<file path="config.mk">
export PLATFORM = sky130hd
export DESIGN_NAME = hog_frame_scheduler
export DESIGN_NICKNAME = d
export VERILOG_FILES = /design/src/rtl/hog_pkg.sv /design/src/rtl/hog_fetch_pipe.sv /design/src/rtl/hog_frame_scheduler.sv
export SDC_FILE = /design/constraint.sdc
export NUM_CORES = 1
export LEC_CHECK = 0
export BUFFER_PORTS_ARGS = -buffer_cell sky130_fd_sc_hd__buf_2
export CAP_MARGIN = 20
export CORE_AREA = 2 2 249 251
export DETAILED_ROUTE_END_ITERATION = 7
export DIE_AREA = 0 0 251 253
export PLACE_DENSITY_LB_ADDON = 0.15
export SETUP_SLACK_MARGIN = 0.5
export SYNTH_ARGS = -nofsm -noshare
export SYNTH_HDL_FRONTEND = slang
export SYNTH_SLANG_ARGS = --single-unit
export TNS_END_PERCENT = 1
</file>
<file path="constraint.sdc">
create_clock -name clk -period 2 [get_ports clk]
set_input_delay 0.1 -clock clk [delete_from_list [all_inputs] [get_ports clk]]
set_output_delay 0.1 -clock clk [all_outputs]
set_load 0.005 [all_outputs]
</file>
<file path="src/rtl/hog_pkg.sv">
// hog_pkg: shared geometry, widths and FSM encoding for the HOG frame scheduler
package hog_pkg;
    localparam int HOG_ADDR_W    = 11;
    localparam int HOG_CELL_W    = 40;
    localparam int HOG_CELL_H    = 30;
    localparam int HOG_BIN_I     = 16;
    localparam int HOG_BIN_F     = 16;
    localparam int HOG_BIN_W     = 9 * (HOG_BIN_I + HOG_BIN_F);
    localparam int HOG_RD_LAT    = 1;
    localparam int HOG_DRAIN_MAX = 64;
    localparam int HOG_N         = HOG_CELL_W * HOG_CELL_H;
    localparam int HOG_BLK_N     = (HOG_CELL_W - 1) * (HOG_CELL_H - 1);

    typedef enum logic [1:0] {IDLE, ISSUE, DRAIN, DONE} state_t;

    // 2x2-cell blocks overlap by one cell, so a w x h grid yields (w-1)*(h-1) blocks
    function automatic int blk_n(input int w, input int h);
        return (w - 1) * (h - 1);
    endfunction
endpackage

</file>
<file path="src/rtl/hog_fetch_pipe.sv">
// hog_fetch_pipe: RD_LAT-deep delay line aligning {valid, address} with RAM read data
//   clk, rst (sync, active-low) | in_valid, in_addr: issued read | out_valid, out_addr: read data is valid now
module hog_fetch_pipe #(
    parameter int ADDR_W = 11,
    parameter int RD_LAT = 1
) (
    input  logic              clk,
    input  logic              rst,
    input  logic              in_valid,
    input  logic [ADDR_W-1:0] in_addr,
    output logic              out_valid,
    output logic [ADDR_W-1:0] out_addr
);
    logic [RD_LAT-1:0]             v_q, v_d;
    logic [RD_LAT-1:0][ADDR_W-1:0] a_q, a_d;

    always_comb begin
        v_d[0] = in_valid;
        a_d[0] = in_addr;
        for (int i = 1; i < RD_LAT; i++) begin
            v_d[i] = v_q[i-1];
            a_d[i] = a_q[i-1];
        end
    end

    always_ff @(posedge clk) begin
        if (!rst) begin
            v_q <= '0;
            a_q <= '0;
        end else begin
            v_q <= v_d;
            a_q <= a_d;
        end
    end

    assign out_valid = v_q[RD_LAT-1];
    assign out_addr  = a_q[RD_LAT-1];
endmodule

</file>
<file path="src/rtl/hog_frame_scheduler.sv">
// hog_frame_scheduler: fetches one frame of cell histograms in raster order into the HOG generator
//   clk, rst (sync, active-low); start/cells_ready: frame request; hold: suspends new fetches
//   ram_en/ram_addr/ram_data: histogram RAM read port; gen_valid_fw/gen_addr_fw: forward address (0 clears)
//   gen_valid/gen_address/gen_bin: cell histogram to generator; gen_o_valid: block returned
//   busy, frame_done (pulse), blk_cnt (blocks this frame), err (sticky drain timeout)
module hog_frame_scheduler
    import hog_pkg::*;
#(
    parameter int ADDR_W    = HOG_ADDR_W,
    parameter int CELL_W    = HOG_CELL_W,
    parameter int CELL_H    = HOG_CELL_H,
    parameter int BIN_W     = HOG_BIN_W,
    parameter int RD_LAT    = HOG_RD_LAT,
    parameter int DRAIN_MAX = HOG_DRAIN_MAX
) (
    input  logic              clk,
    input  logic              rst,
    input  logic              start,
    input  logic              cells_ready,
    input  logic              hold,
    output logic              ram_en,
    output logic [ADDR_W-1:0] ram_addr,
    input  logic [BIN_W-1:0]  ram_data,
    output logic              gen_valid_fw,
    output logic [ADDR_W-1:0] gen_addr_fw,
    output logic              gen_valid,
    output logic [ADDR_W-1:0] gen_address,
    output logic [BIN_W-1:0]  gen_bin,
    input  logic              gen_o_valid,
    output logic              busy,
    output logic              frame_done,
    output logic [ADDR_W-1:0] blk_cnt,
    output logic              err
);
    localparam int N     = CELL_W * CELL_H;
    localparam int BLK_N = blk_n(CELL_W, CELL_H);
    localparam int TW    = $clog2(DRAIN_MAX + 1);

    state_t            state_q, state_d;
    logic [ADDR_W-1:0] cnt_q, cnt_d, blk_cnt_q, blk_cnt_d;
    logic [TW-1:0]     tmr_q, tmr_d;
    logic              err_q, err_d, done_q, done_d;
    logic              accept, last, hit, tout, blk_inc, pipe_v;
    logic [ADDR_W-1:0] pipe_a;

    always_comb begin
        accept    = state_q == IDLE && start && cells_ready;
        // gated by rst so nothing is fetched in the cycle reset is asserted
        ram_en    = rst && state_q == ISSUE && !hold;
        last      = ram_en && cnt_q == ADDR_W'(N - 1);
        hit       = blk_cnt_q == ADDR_W'(BLK_N);
        tout      = tmr_q == TW'(DRAIN_MAX - 1);
        blk_inc   = gen_o_valid && (state_q == ISSUE || state_q == DRAIN) && blk_cnt_q != '1;
        state_d   = accept ? ISSUE :
                    (state_q == ISSUE && last) ? DRAIN :
                    (state_q == DRAIN && (hit || tout)) ? DONE :
                    state_q == DONE ? IDLE : state_q;
        cnt_d     = accept ? '0 : ram_en ? (last ? '0 : cnt_q + 1'b1) : cnt_q;
        tmr_d     = state_q == DRAIN ? tmr_q + 1'b1 : '0;
        blk_cnt_d = accept ? '0 : blk_inc ? blk_cnt_q + 1'b1 : blk_cnt_q;
        // a block count match wins over a simultaneous timeout
        err_d     = accept ? 1'b0 : (state_q == DRAIN && tout && !hit) ? 1'b1 : err_q;
        done_d    = state_q == DRAIN && (hit || tout);
    end

    always_ff @(posedge clk) begin
        if (!rst) begin
            state_q   <= IDLE;
            cnt_q     <= '0;
            tmr_q     <= '0;
            blk_cnt_q <= '0;
            err_q     <= 1'b0;
            done_q    <= 1'b0;
        end else begin
            state_q   <= state_d;
            cnt_q     <= cnt_d;
            tmr_q     <= tmr_d;
            blk_cnt_q <= blk_cnt_d;
            err_q     <= err_d;
            done_q    <= done_d;
        end
    end

    hog_fetch_pipe #(.ADDR_W(ADDR_W), .RD_LAT(RD_LAT)) u_pipe (
        .clk      (clk),
        .rst      (rst),
        .in_valid (ram_en),
        .in_addr  (ram_addr),
        .out_valid(pipe_v),
        .out_addr (pipe_a)
    );

    assign ram_addr     = cnt_q;
    assign gen_valid_fw = ram_en;
    assign gen_addr_fw  = ram_addr;
    assign gen_valid    = rst && pipe_v;
    assign gen_address  = pipe_a;
    assign gen_bin      = ram_data;
    assign busy         = state_q != IDLE;
    assign frame_done   = done_q;
    assign blk_cnt      = blk_cnt_q;
    assign err          = err_q;
endmodule

</file>
# Word level (Yosys, flattened, before mapping)
# Cells that the tools add are included.
# op_classes
n_reduce_logical	22
add_sub_neg	3
eq_ne	7
bitwise_logic	1
muxes	5
# ops
op	n
$add 11x1->11 const B	2
$eq 11x11->1 const B	2
$logic_and 1x1->1	12
$mux 11	1
$ne 11x11->1 const B	1
$add 7x1->7 const B	1
$eq 7x6->1 const B	1
$mux 2	3
$eq 2x2->1 const B	2
$reduce_bool 4->1	1
$reduce_bool 3->1	1
$eq 2x1->1 const B	1
$logic_not 1->1	2
$logic_not 2->1	1
$logic_or 1x1->1	2
$reduce_and 2->1	1
$reduce_bool 2->1	1
$reduce_or 2->1	1
$mux 1	1
$not 1->1	1
# totals
output_inout_bits	338
register_bits	45
in_bits	294
elab_cells	47

# Depth between registers and ports, before layout
# Gate-level depths: netlist of the first run.
# depth
depth_word	7
ltp_mapped	7
mapped_depth_nobuf	6

# Cells and area by module
# Synthesis of the first run repeated with hierarchy kept, for this count alone.
# hier_totals
cells_unflattened	506
area_unflattened_um2	4162.7
# by_module_without_submodules
mod	instances	cells_each	area_each_um2	seq_area_each_um2
hog_frame_scheduler	1	481	3826.2	660.6
hog_fetch_pipe	1	25	336.6	240.2

# Worst setup path before layout of the first run
# No wires, ideal clock.
# synth_timing
kind	reg-to-reg
start	register state_q[1]
end	register cnt_q[1] (netlist: gen_addr_fw[1])
path_buffers	0
period_less_slack_ps	1693
arrival_ps	1569
setup_time_ps	124
t_required_ps	1876
path_stages_with_launch	7
setup_slack_ps	307
path_cell_list	dfxtp_1 > inv_1 > ha_1 > or2b_1 > or4_4 > nand2_4 > o32ai_2
# synth_via
elab_chain_len	5
word_cells_on_any_way	9
classes_between	eq/ne: 1; mux: 1; reduce/logical: 7
# synth_rtl
element	line_no	rtl
start, declared	hog_frame_scheduler.sv:39	state_t state_q, state_d;
start signal, assigned	hog_frame_scheduler.sv:75	state_q <= state_d;
$eq 2x1->1	hog_frame_scheduler.sv:49	ram_en = rst && state_q == ISSUE && !hold;
$logic_and 1x1->1 (2 in a row)	hog_frame_scheduler.sv:49	
$logic_and 1x1->1	hog_frame_scheduler.sv:50	last = ram_en && cnt_q == ADDR_W'(N - 1);
$mux 11	hog_frame_scheduler.sv:58	cnt_d = accept ? '0 : ram_en ? (last ? '0 : cnt_q + 1'b1) : cnt_q;
end signal, assigned	hog_frame_scheduler.sv:76	cnt_q <= cnt_d;
end, declared	hog_frame_scheduler.sv:40	logic [ADDR_W-1:0] cnt_q, cnt_d, blk_cnt_q, blk_cnt_d;
# Several ways; a longest one is shown, not always the timed one.
# A chain may end at the register's enable or synchronous reset.

# Final worst setup path of the first run
# Ends and elaborated chain as after synthesis.

==> run metrics, run 1 <==
Inst Count DP 1052; Worst-path clk slew 80 ps; root buffer cell clkbuf_16; Fin. Hold Viols 0; Placement Setup Slack 235 ps; worst-path fanout max 5; Clock Sinks 45; Avg Cell Area, Syn 8.24 um2; Synth top area share 54.4%; Tot GR Track Use 5.99%; min cycle time layout 1660 ps; vias in the first global route 2333; Ports 632; Slew Limit Fails 0; H-tree levels 2; share of cells above drive strength 1 34.4%; fin util 5.68%; final period utilization 82.8%; Post-Syn Area 0.00414 mm2; met1 Use GR 3.77%; # port buffers 55; Async SR Flop Fraction 0%; fillers 7221; # hold bufs at CTS 0; die area 0.0635 mm2; CP Launch Type register; Routed WL 19.5 mm; Multi-input gate area 0.00100 mm2; Peak VDD IR 342 uV; TNS Setup 0 ps; CTS max path bufs 2; register area share after synthesis 21.8%; Pwr Density 532 mW/mm2; Hold WC Path Type input port to register; actual slew at the worst max-slew pin 392 ps; CP endpoint kind register; maxcap violations 0; Final Instance Count excl. Fillers 1066; initial core utilization 6.78%; setup repair after global routing missed its margin yes; Die Ht 253 um; met2 Usage GRT 10.6%; Yosys top cell by area buf_4; clock skew 11.2 ps; Synth area leaders buf_4, dfxtp_1, ha_1; initial antenna violation count 0; HPWL after DPL 17.1 mm; GRT Residual Overflow 0; ANT nets after route 0; Final WS setup 345 ps; Row Count 91; met3 usage 6.08%; first-pass GRT wire length 24.8 mm; status finished, final reports clean; Die W 251 um; final routed DRC violation total 0; CTS buffer count 5; Top Usage Layer GRT met2; Clock Latency Late Sink 300 ps; TritonCTS clock tree done; yosys warns 0; Cells after Synth 502; Worst slew margin 73.8%; drt pass-1 iters 4; prevailing post-synth register cell dfxtp_1; post-synthesis cell type count 38; LEAKAGE 0.00114 uW; register area 920 um2; Req. time, crit path 2170 ps; flops & latches, synth 45; initial drt markers 52; layout net count 577; Critical Path AT 1820 ps; EDFF count, synth 0; Placer Congestion 0.637; Layout area overhead -16.2%; largest net degree at the start of global routing 15; Peak Freq 0.604 GHz; Core Region 0.0610 mm2; DR vias 2172; setup violators final 0; WL/cell 18.3 um; Diodes inserted 0; crit path kind register to register; Post-Syn Nets 803; Vias per Instance 2.04
per-stage QoR:
step / hold slack, ps / power [uW] / cell area (um2)
final: 134 / 1840 / 3470
after global routing: 128 / 1950 / 3470
after CTS: 120 / 1900 / 3470
after detailed placement: 200 / 1010 / 3240
after global placement: 200 / 1010 / 3240
after floorplan: 281 / 1430 / 4170
cells in the mapped netlist (all sizes together) (2+ instances only):
cell	count
a21oi	6
a31oi	4
and2	12
and3	6
and3b	3
and4	3
buf	302
clkbuf	2
dfxtp	45
ha	7
inv	7
nand2	15
nand2b	2
nand3	9
nand3b	2
nand4	5
nand4b	2
nor2	23
nor3	6
nor4	2
o211ai	2
o21ai	8
or3	3
xnor2	7
xor2	9
worst paths after layout:
check | cells past startpoint | startpoint | slack (ps) | endpoint
setup / recovery | 6 | state_q[1]$_SDFFE_PP0P_ | 340 | gen_addr_fw[1]$_SDFFE_PP0P_
hold / removal | 2 | hold | 130 | u_pipe.out_valid$_SDFF_PN0_
setup reg to reg | 6 | state_q[1]$_SDFFE_PP0P_ | 340 | gen_addr_fw[1]$_SDFFE_PP0P_
hold reg to reg | 1 | tmr_q[0]$_SDFF_PN0_ | 450 | tmr_q[0]$_SDFF_PN0_
layout make-up:
class                      count  area share, %
clock buffer                   5           3.61
tap                          790           28.5
multi-input combinational    147           28.9
inverter                       7          0.830
timing repair buffer          70           11.2
sequential                    45           26.5
clock inverter                 2          0.433
per-layer routing:
layer / up-vias / wire length [um]
met1: 893 / 4430
met4: 0 / 916
li1: 852 / -
met3: 92 / 4290
met2: 335 / 9920
met5: - / 0
critical path: stages, from the launching register on:
cell     delay (ps)
dfxtp_2         340
inv_4            70
ha_4            140
or2b_1          260
or4_4           520
nand2_8         130
o32ai_2          60
where the power goes:
group | leakage (uW) | switching, uW | internal, uW
Sequential | 0.000367 | 3.64 | 895
Combinational | 0.000699 | 53.5 | 32.3
Clock | 0.0000702 | 399 | 461
state kept, by name (all words and copies together), names as in the netlist:
signal	count
frame_done	1
blk_cnt	11
gen_addr_fw	11
tmr_q	7
u_pipe.out_valid	1
err	1
state_q	2
u_pipe.out_addr	11
logic make-up (layout without fill, tap and decap cells):
family,after synthesis,after routing,share of synthesized area [%]
AO/OA/AOI/OAI,24,24,3.81
AND/OR/NAND/NOR,99,100,13.4
XOR/XNOR,16,16,3.39
buffers and inverters,311,84,55.5
flip-flops,45,45,21.8
adder cells (fa/ha/maj),7,7,2.12
placed cells by master, fill, tap and decap left out, types with 2 or more instances in the layout:
cell and n:
and4_1 2, xnor2_1 7, dfxtp_4 4, ha_4 3, dfxtp_1 38, o211ai_1 2
buf_2 55, buf_4 15, and3b_1 3, nand2_1 14, a31oi_1 4, or3_1 3
nand4_1 5, dfxtp_2 3, nor4_1 2, o21ai_0 7, a21oi_1 6, nor2_1 23
nand2b_1 2, clkbuf_16 5, inv_1 6, ha_1 4, xor2_1 9, and2_1 12
nand3_1 9, and3_1 5, nor3_1 6, nand3b_1 2, nand4b_1 2, inv_4 2
repair_timing:
item	in CTS	in global routing
buffers inserted	6	0
pin swaps	3	0
gates resized for setup	9	1
gates cloned	1	0
setup endpoints to repair	23	28
Power figures use the tool's default switching activity.
==> run 2, diff against run 1 <==
ABC_AREA = 1   (was not set)
clock period = 1.35 ns   (was 2 ns; I/O delays follow)
==> run metrics, run 2 <==
Clock Latency Late Sink 330 ps (+30 ps); CP Launch Type register; Placement Setup Slack -170 ps (-405 ps); actual slew at the worst max-slew pin 280 ps (-112 ps); Core Region 0.0610 mm2 (unchanged); Slew Limit Fails 0 (unchanged); Seq pwr share 43.9% (-4.8 points); ANT nets after route 0 (unchanged); Peak VDD IR 444 uV (+30%); Clk network pwr share 49.7% (+3.1 points); Vias per Instance 2.18 (+7.0%); # port buffers 55 (unchanged); final period utilization 107% (+24 points); most common cell after layout, fill and taps aside nand2_1; CTS buffer count 5 (unchanged); CTS max path bufs 2 (unchanged); GRT Residual Overflow 0 (unchanged); Post-Syn Nets 882 (+9.8%); H-tree levels 2 (unchanged); vias in the first global route 2757 (+18%); Critical Path AT 1700 ps (-120 ps); DR WL met3 2.74 mm (-36%); Post-synth top cells buf_4, nand2_1, dfxtp_1, inv_1, nor2_1; CP endpoint kind register; synthesized-area fraction occupied by adder cells 2.02% (-0.097 points); Sw Ratio 30.6% (+5.8 points); CP bufs+invs 2 (+1); flops & latches, synth 45 (unchanged); TritonCTS clock tree done; net switching power 927 uW (+100%); min cycle time layout 1440 ps (-217 ps); die area 0.0635 mm2 (unchanged); Avg Cell Area, Syn 7.46 um2 (-9.4%); main combinational cell family by area after synthesis buffers and inverters; critical path depth 11 (+5); Pwr Density 709 mW/mm2 (+33%); clock skew 14.0 ps (+2.82 ps); Tot GR Track Use 5.15% (-0.84 points); final instance area 0.00428 mm2 (+23%); Synth area leaders buf_4, dfxtp_1, nand2_1; crit path kind register to register; Worst-path clk slew 80 ps (about the same); fillers 7214 (-0.097%); Worst slew margin 81.2% (+7.4 points); layout net count 698 (+21%); Fin. Hold Viols 0 (unchanged); Pwr Total 3030 uW (+64%); setup repair after global routing missed its margin yes; Placed Area 0.00377 mm2 (+17%); violated checks negative setup slack; share of cells above drive strength 1 46.7% (+12 points); initial drt markers 69 (+33%); post-synthesis mux area share 0% (unchanged); root buffer cell clkbuf_16; register area share after synthesis 20.8% (-1.0 points); Req. time, crit path 1610 ps (-560 ps); Top Family by Delay on Critical Path simple AND/OR/NAND/NOR gates; setup violators final 12 (+12); worst-path fanout max 5 (unchanged); Metal-1 WL 6.09 mm (+38%); met2 routed WL 6.63 mm (-33%); Layout area overhead -1.33%; post-synthesis cell type count 29 (-24%); maxcap violations 0 (unchanged); Cells after Synth 581 (+16%); largest net degree at the start of global routing 16 (+1); Peak Freq 0.695 GHz (+15%); HPWL after DPL 13.3 mm (-22%); Yosys top cell by area buf_4; complex-gate fraction of the synthesized area 3.98% (+0.17 points); Synth top area share 52.1% (-2.3 points); final routed DRC violation total 0 (unchanged); drt pass-1 iters 6 (+2); initial antenna violation count 2 (+2); logic gate share of total power 6.4% (+1.7 points); Clock Sinks 45 (unchanged); yosys warns 0 (unchanged); status complete, but fails checks; Reg2Reg Depth 11 (+5); internal power 2110 uW (+52%); CP Cell Sequence inv_4 -> ha_4 -> nand2_4 -> nor2_8 -> nand2_4 -> nor2_4 -> nand3_4 -> buf_12 -> o21ai_2 -> nor2_1 -> nor2_1; Hold Crit Depth 3 (+1); Multi-input gate area 0.00112 mm2 (+12%); CP max stage cell dfxtp_2; Ports 632 (unchanged); Final WS setup -88.1 ps (-433 ps); Die W 251 um (unchanged); Hold WC Path Type input port to register; first-pass GRT wire length 21.7 mm (-12%); most frequent cell after synthesis buf_4; WL/cell 13.8 um (-25%); prevailing post-synth register cell dfxtp_1; LEAKAGE 0.00164 uW (+44%); Routed WL 16.4 mm (-16%); register area 936 um2 (+1.8%); Async SR Flop Fraction 0% (unchanged); initial core utilization 7.11% (+0.33 points); DR vias 2590 (+19%); Die Ht 253 um (unchanged); EDFF count, synth 0 (unchanged); fin util 7.01% (+1.3 points); Top Metal Used met4; CP max stage delay 340 ps (-180 ps); Row Count 91 (unchanged); Placer Congestion 0.669 (+5.0%); Post-Syn Area 0.00434 mm2 (+4.8%); XOR/XNOR Fraction of Synth Area 1.21% (-2.2 points); most frequent cells in the layout nand2_1, buf_4, inv_1, buf_2, buf_6; Diodes inserted 0 (unchanged); TNS Setup -613 ps (-613 ps); post-synthesis simple-gate area fraction 15.8% (+2.3 points)
[run 2: cell count changes after synthesis, moves of 6 or more]
cell     change
a21oi_1     +12
nand2_1     +54
nor2_1      +11
and3_1       -6
and2_1      -12
inv_1       +34
xnor2_1      -6
[run 2: final timing paths]
kind | start | endpoint | slack, ps
setup reg to reg | state_q[1]$_SDFFE_PP0P_ | state_q[1]$_SDFFE_PP0P_ | -90
setup / recovery | state_q[1]$_SDFFE_PP0P_ | state_q[1]$_SDFFE_PP0P_ | -90
hold reg to reg | tmr_q[5]$_SDFF_PN0_ | tmr_q[5]$_SDFF_PN0_ | 490
hold / removal | rst | u_pipe.out_valid$_SDFF_PN0_ | 60
[run 2: layer usage]
metal / up-vias / GRT usage, %
met3: 95 / 4.25
met5: - / 0
li1: 1115 / -
met4: 0 / 3.96
met1: 1118 / 5.21
met2: 262 / 6.85
[run 2: stage by stage]
stage                     cells  hold slack (ps)
after floorplan             581              140
after global placement     1178              135
after detailed placement   1178              135
after CTS                  1188             63.7
after global routing       1188             60.7
final                      1188             58.5
[run 2: cell families after synthesis]
group                    Yosys count
adder cells (fa/ha/maj)            7
AND/OR/NAND/NOR                  144
buffers and inverters            347
AO/OA/AOI/OAI                     32
flip-flops                        45
XOR/XNOR                           6
[run 2: layout make-up]
type / instances / area share (%)
Tap cell: 790 / 23.1
Clock inverter: 3 / 0.526
Timing Repair Buffer: 113 / 21.4
Inverter: 43 / 3.95
Multi-Input combinational cell: 189 / 26.2
Clock buffer: 5 / 2.92
Sequential cell: 45 / 21.9
[run 2: worst min-delay path, delay by kind of cell]
family        cells  cell delay, ps
simple gates      2             150
buf+inv           1             130
[run 2: power by group through the flow]
stage / registers, uW / clock network (uW) / logic, uW
finish: 1330 / 1510 / 194
global route: 1330 / 1680 / 219
global placement: 1370 / 0 / 176
floorplan: 1370 / 0 / 760
CTS: 1340 / 1670 / 196
detailed placement: 1370 / 0 / 172
[run 2: what timing repair did]
item,4_1_cts,5_1_grt
gates resized for setup,55,46
buffers inserted,1,0
hold endpoints to repair,1,0
hold buffers,1,0
gates cloned,0,0
setup endpoints to repair,84,84
pin swaps,7,5
==> run 3, diff against run 2 <==
PLACE_DENSITY_LB_ADDON = not set   (was 0.15)
==> run metrics, run 3 (synthesis gave the netlist of run 2 again) <==
Clock Sinks 45 (unchanged); Critical Path AT 1620 ps (-80 ps); layout net count 700 (+0.29%); register area 922 um2 (-1.5%); met2 routed WL 7.88 mm (+19%); HPWL after DPL 16.5 mm (+24%); # hold bufs at CTS 0 (-1); Slew Limit Fails 0 (unchanged); DR vias 2678 (+3.4%); Hold WC Path Type input port to register; Tot GR Track Use 5.96% (+0.81 points); setup violators final 13 (+1); WL/cell 16.5 um (+19%); Metal-1 WL 5.85 mm (-3.8%); Die Ht 253 um (unchanged); Multi-input gate area 0.00112 mm2 (-0.56%); Routed WL 19.6 mm (+20%); most frequent cells in the layout nand2_1, buf_2, buf_4, inv_1, dfxtp_1; min cycle time layout 1420 ps (-21.6 ps); vias in the first global route 2711 (-1.7%); drt pass-1 iters 4 (-2); clock skew 5.00 ps (-9.02 ps); CP Launch Type register; Fin. Hold Viols 0 (unchanged); Pwr Density 758 mW/mm2 (+6.9%); share of cells above drive strength 1 44.5% (-2.2 points); Clock Latency Late Sink 310 ps (-20 ps); ANT nets after route 0 (unchanged); setup repair after global routing missed its margin yes; DR WL met3 3.79 mm (+39%); Inst Count DP 1175 (-0.25%); status complete, but fails checks; Peak Freq 0.706 GHz (+1.5%); Vias per Instance 2.25 (+3.2%); LEAKAGE 0.00166 uW (+1.4%); Worst slew margin 81.2% (about the same); most common cell after layout, fill and taps aside nand2_1; Placement Setup Slack -186 ps (-16.0 ps); # port buffers 55 (unchanged); fillers 7176 (-0.53%); CP endpoint kind register; H-tree levels 2 (unchanged); Final WS setup -66.5 ps (+21.6 ps); maxcap violations 0 (unchanged); Worst-path clk slew 70 ps (about the same); Core Region 0.0610 mm2 (unchanged); Final Instance Count excl. Fillers 1190 (+0.17%); Layout area overhead -2.14%; CTS max path bufs 2 (unchanged); CTS buffer count 5 (unchanged); TritonCTS clock tree done; Ports 632 (unchanged); GRT Residual Overflow 0 (unchanged); first-pass GRT wire length 24.7 mm (+14%); Diodes inserted 0 (unchanged); root buffer cell clkbuf_16; worst-path fanout max 5 (unchanged); Top Metal Used met4; largest net degree at the start of global routing 16 (unchanged); initial core utilization 7.11% (unchanged); final routed DRC violation total 0 (unchanged); Row Count 91 (unchanged); die area 0.0635 mm2 (unchanged); final period utilization 105% (-1.6 points); TNS Setup -453 ps (+160 ps); crit path kind register to register; actual slew at the worst max-slew pin 282 ps (+2.30 ps); initial antenna violation count 0 (-2); Peak VDD IR 651 uV (+47%); initial drt markers 129 (+87%); Placer Congestion 0.715 (+6.9%); Req. time, crit path 1550 ps (-60 ps); violated checks negative setup slack; Die W 251 um (unchanged)
run 3: cell types whose count changed in the layout (fill, tap and decap cells not counted), sizes merged:
cell / change
buf: +4
dlygate4sd3: -1
clkbuf: -1
bufinv: +2
clkinv: -2
run 3: cell type report:
cell class,instances,share of cell area (%)
flip-flops and latches,45,21.7
well taps,790,23.3
inverters,43,3.98
clock inverters,3,1.53
repair buffers,115,20.2
multi-input cells,189,26.3
clock buffers,5,2.95
run 3: worst max-delay path: stages, from the launching register on:
cell	delay [ps]
dfxtp_2	360
buf_6	100
ha_4	120
nand2_4	60
nor2_8	110
nand2_4	80
nor2_4	110
nand3_4	110
nand2_4	120
buf_4	120
nor3_2	30
run 3: final timing paths:
check	depth (start not counted)	slack (ps)	end	from
worst max-delay path	10	-70	gen_addr_fw[3]$_SDFFE_PP0P_	state_q[0]$_SDFFE_PN0P_
worst min-delay path	2	50	u_pipe.out_valid$_SDFF_PN0_	hold
worst max register to register	10	-70	gen_addr_fw[3]$_SDFFE_PP0P_	state_q[0]$_SDFFE_PN0P_
worst min register to register	2	490	tmr_q[6]$_SDFF_PN0_	tmr_q[6]$_SDFF_PN0_
run 3: timing repair:
action	CTS	global route
pin swaps	17	5
gates cloned	0	0
gates resized for setup	55	22
setup buffers	7	0
endpoints found under the hold margin	0	0
endpoints found under the setup margin	74	74
run 3: metrics by stage:
step | hold slack [ps] | power, uW | util, % | cell area (um2)
after detailed placement | 135 | 1530 | 6.13 | 3740
after global routing | 36.2 | 3370 | 6.95 | 4240
final | 49.9 | 3220 | 6.95 | 4240
after global placement | 135 | 1540 | 6.13 | 3740
after CTS | 33.5 | 3320 | 6.83 | 4170
after floorplan | 140 | 2130 | - | 4360
run 3: power breakdown:
group          switching [uW]  internal, uW
registers                6.24          1330
logic                     111          86.7
clock network             624          1060
run 3: layer usage:
metal  up-vias  track usage (%)
met5         -            0.154
met4         0             6.56
met3       160             5.18
met2       310             8.20
met1      1090             4.92
li1       1118                -
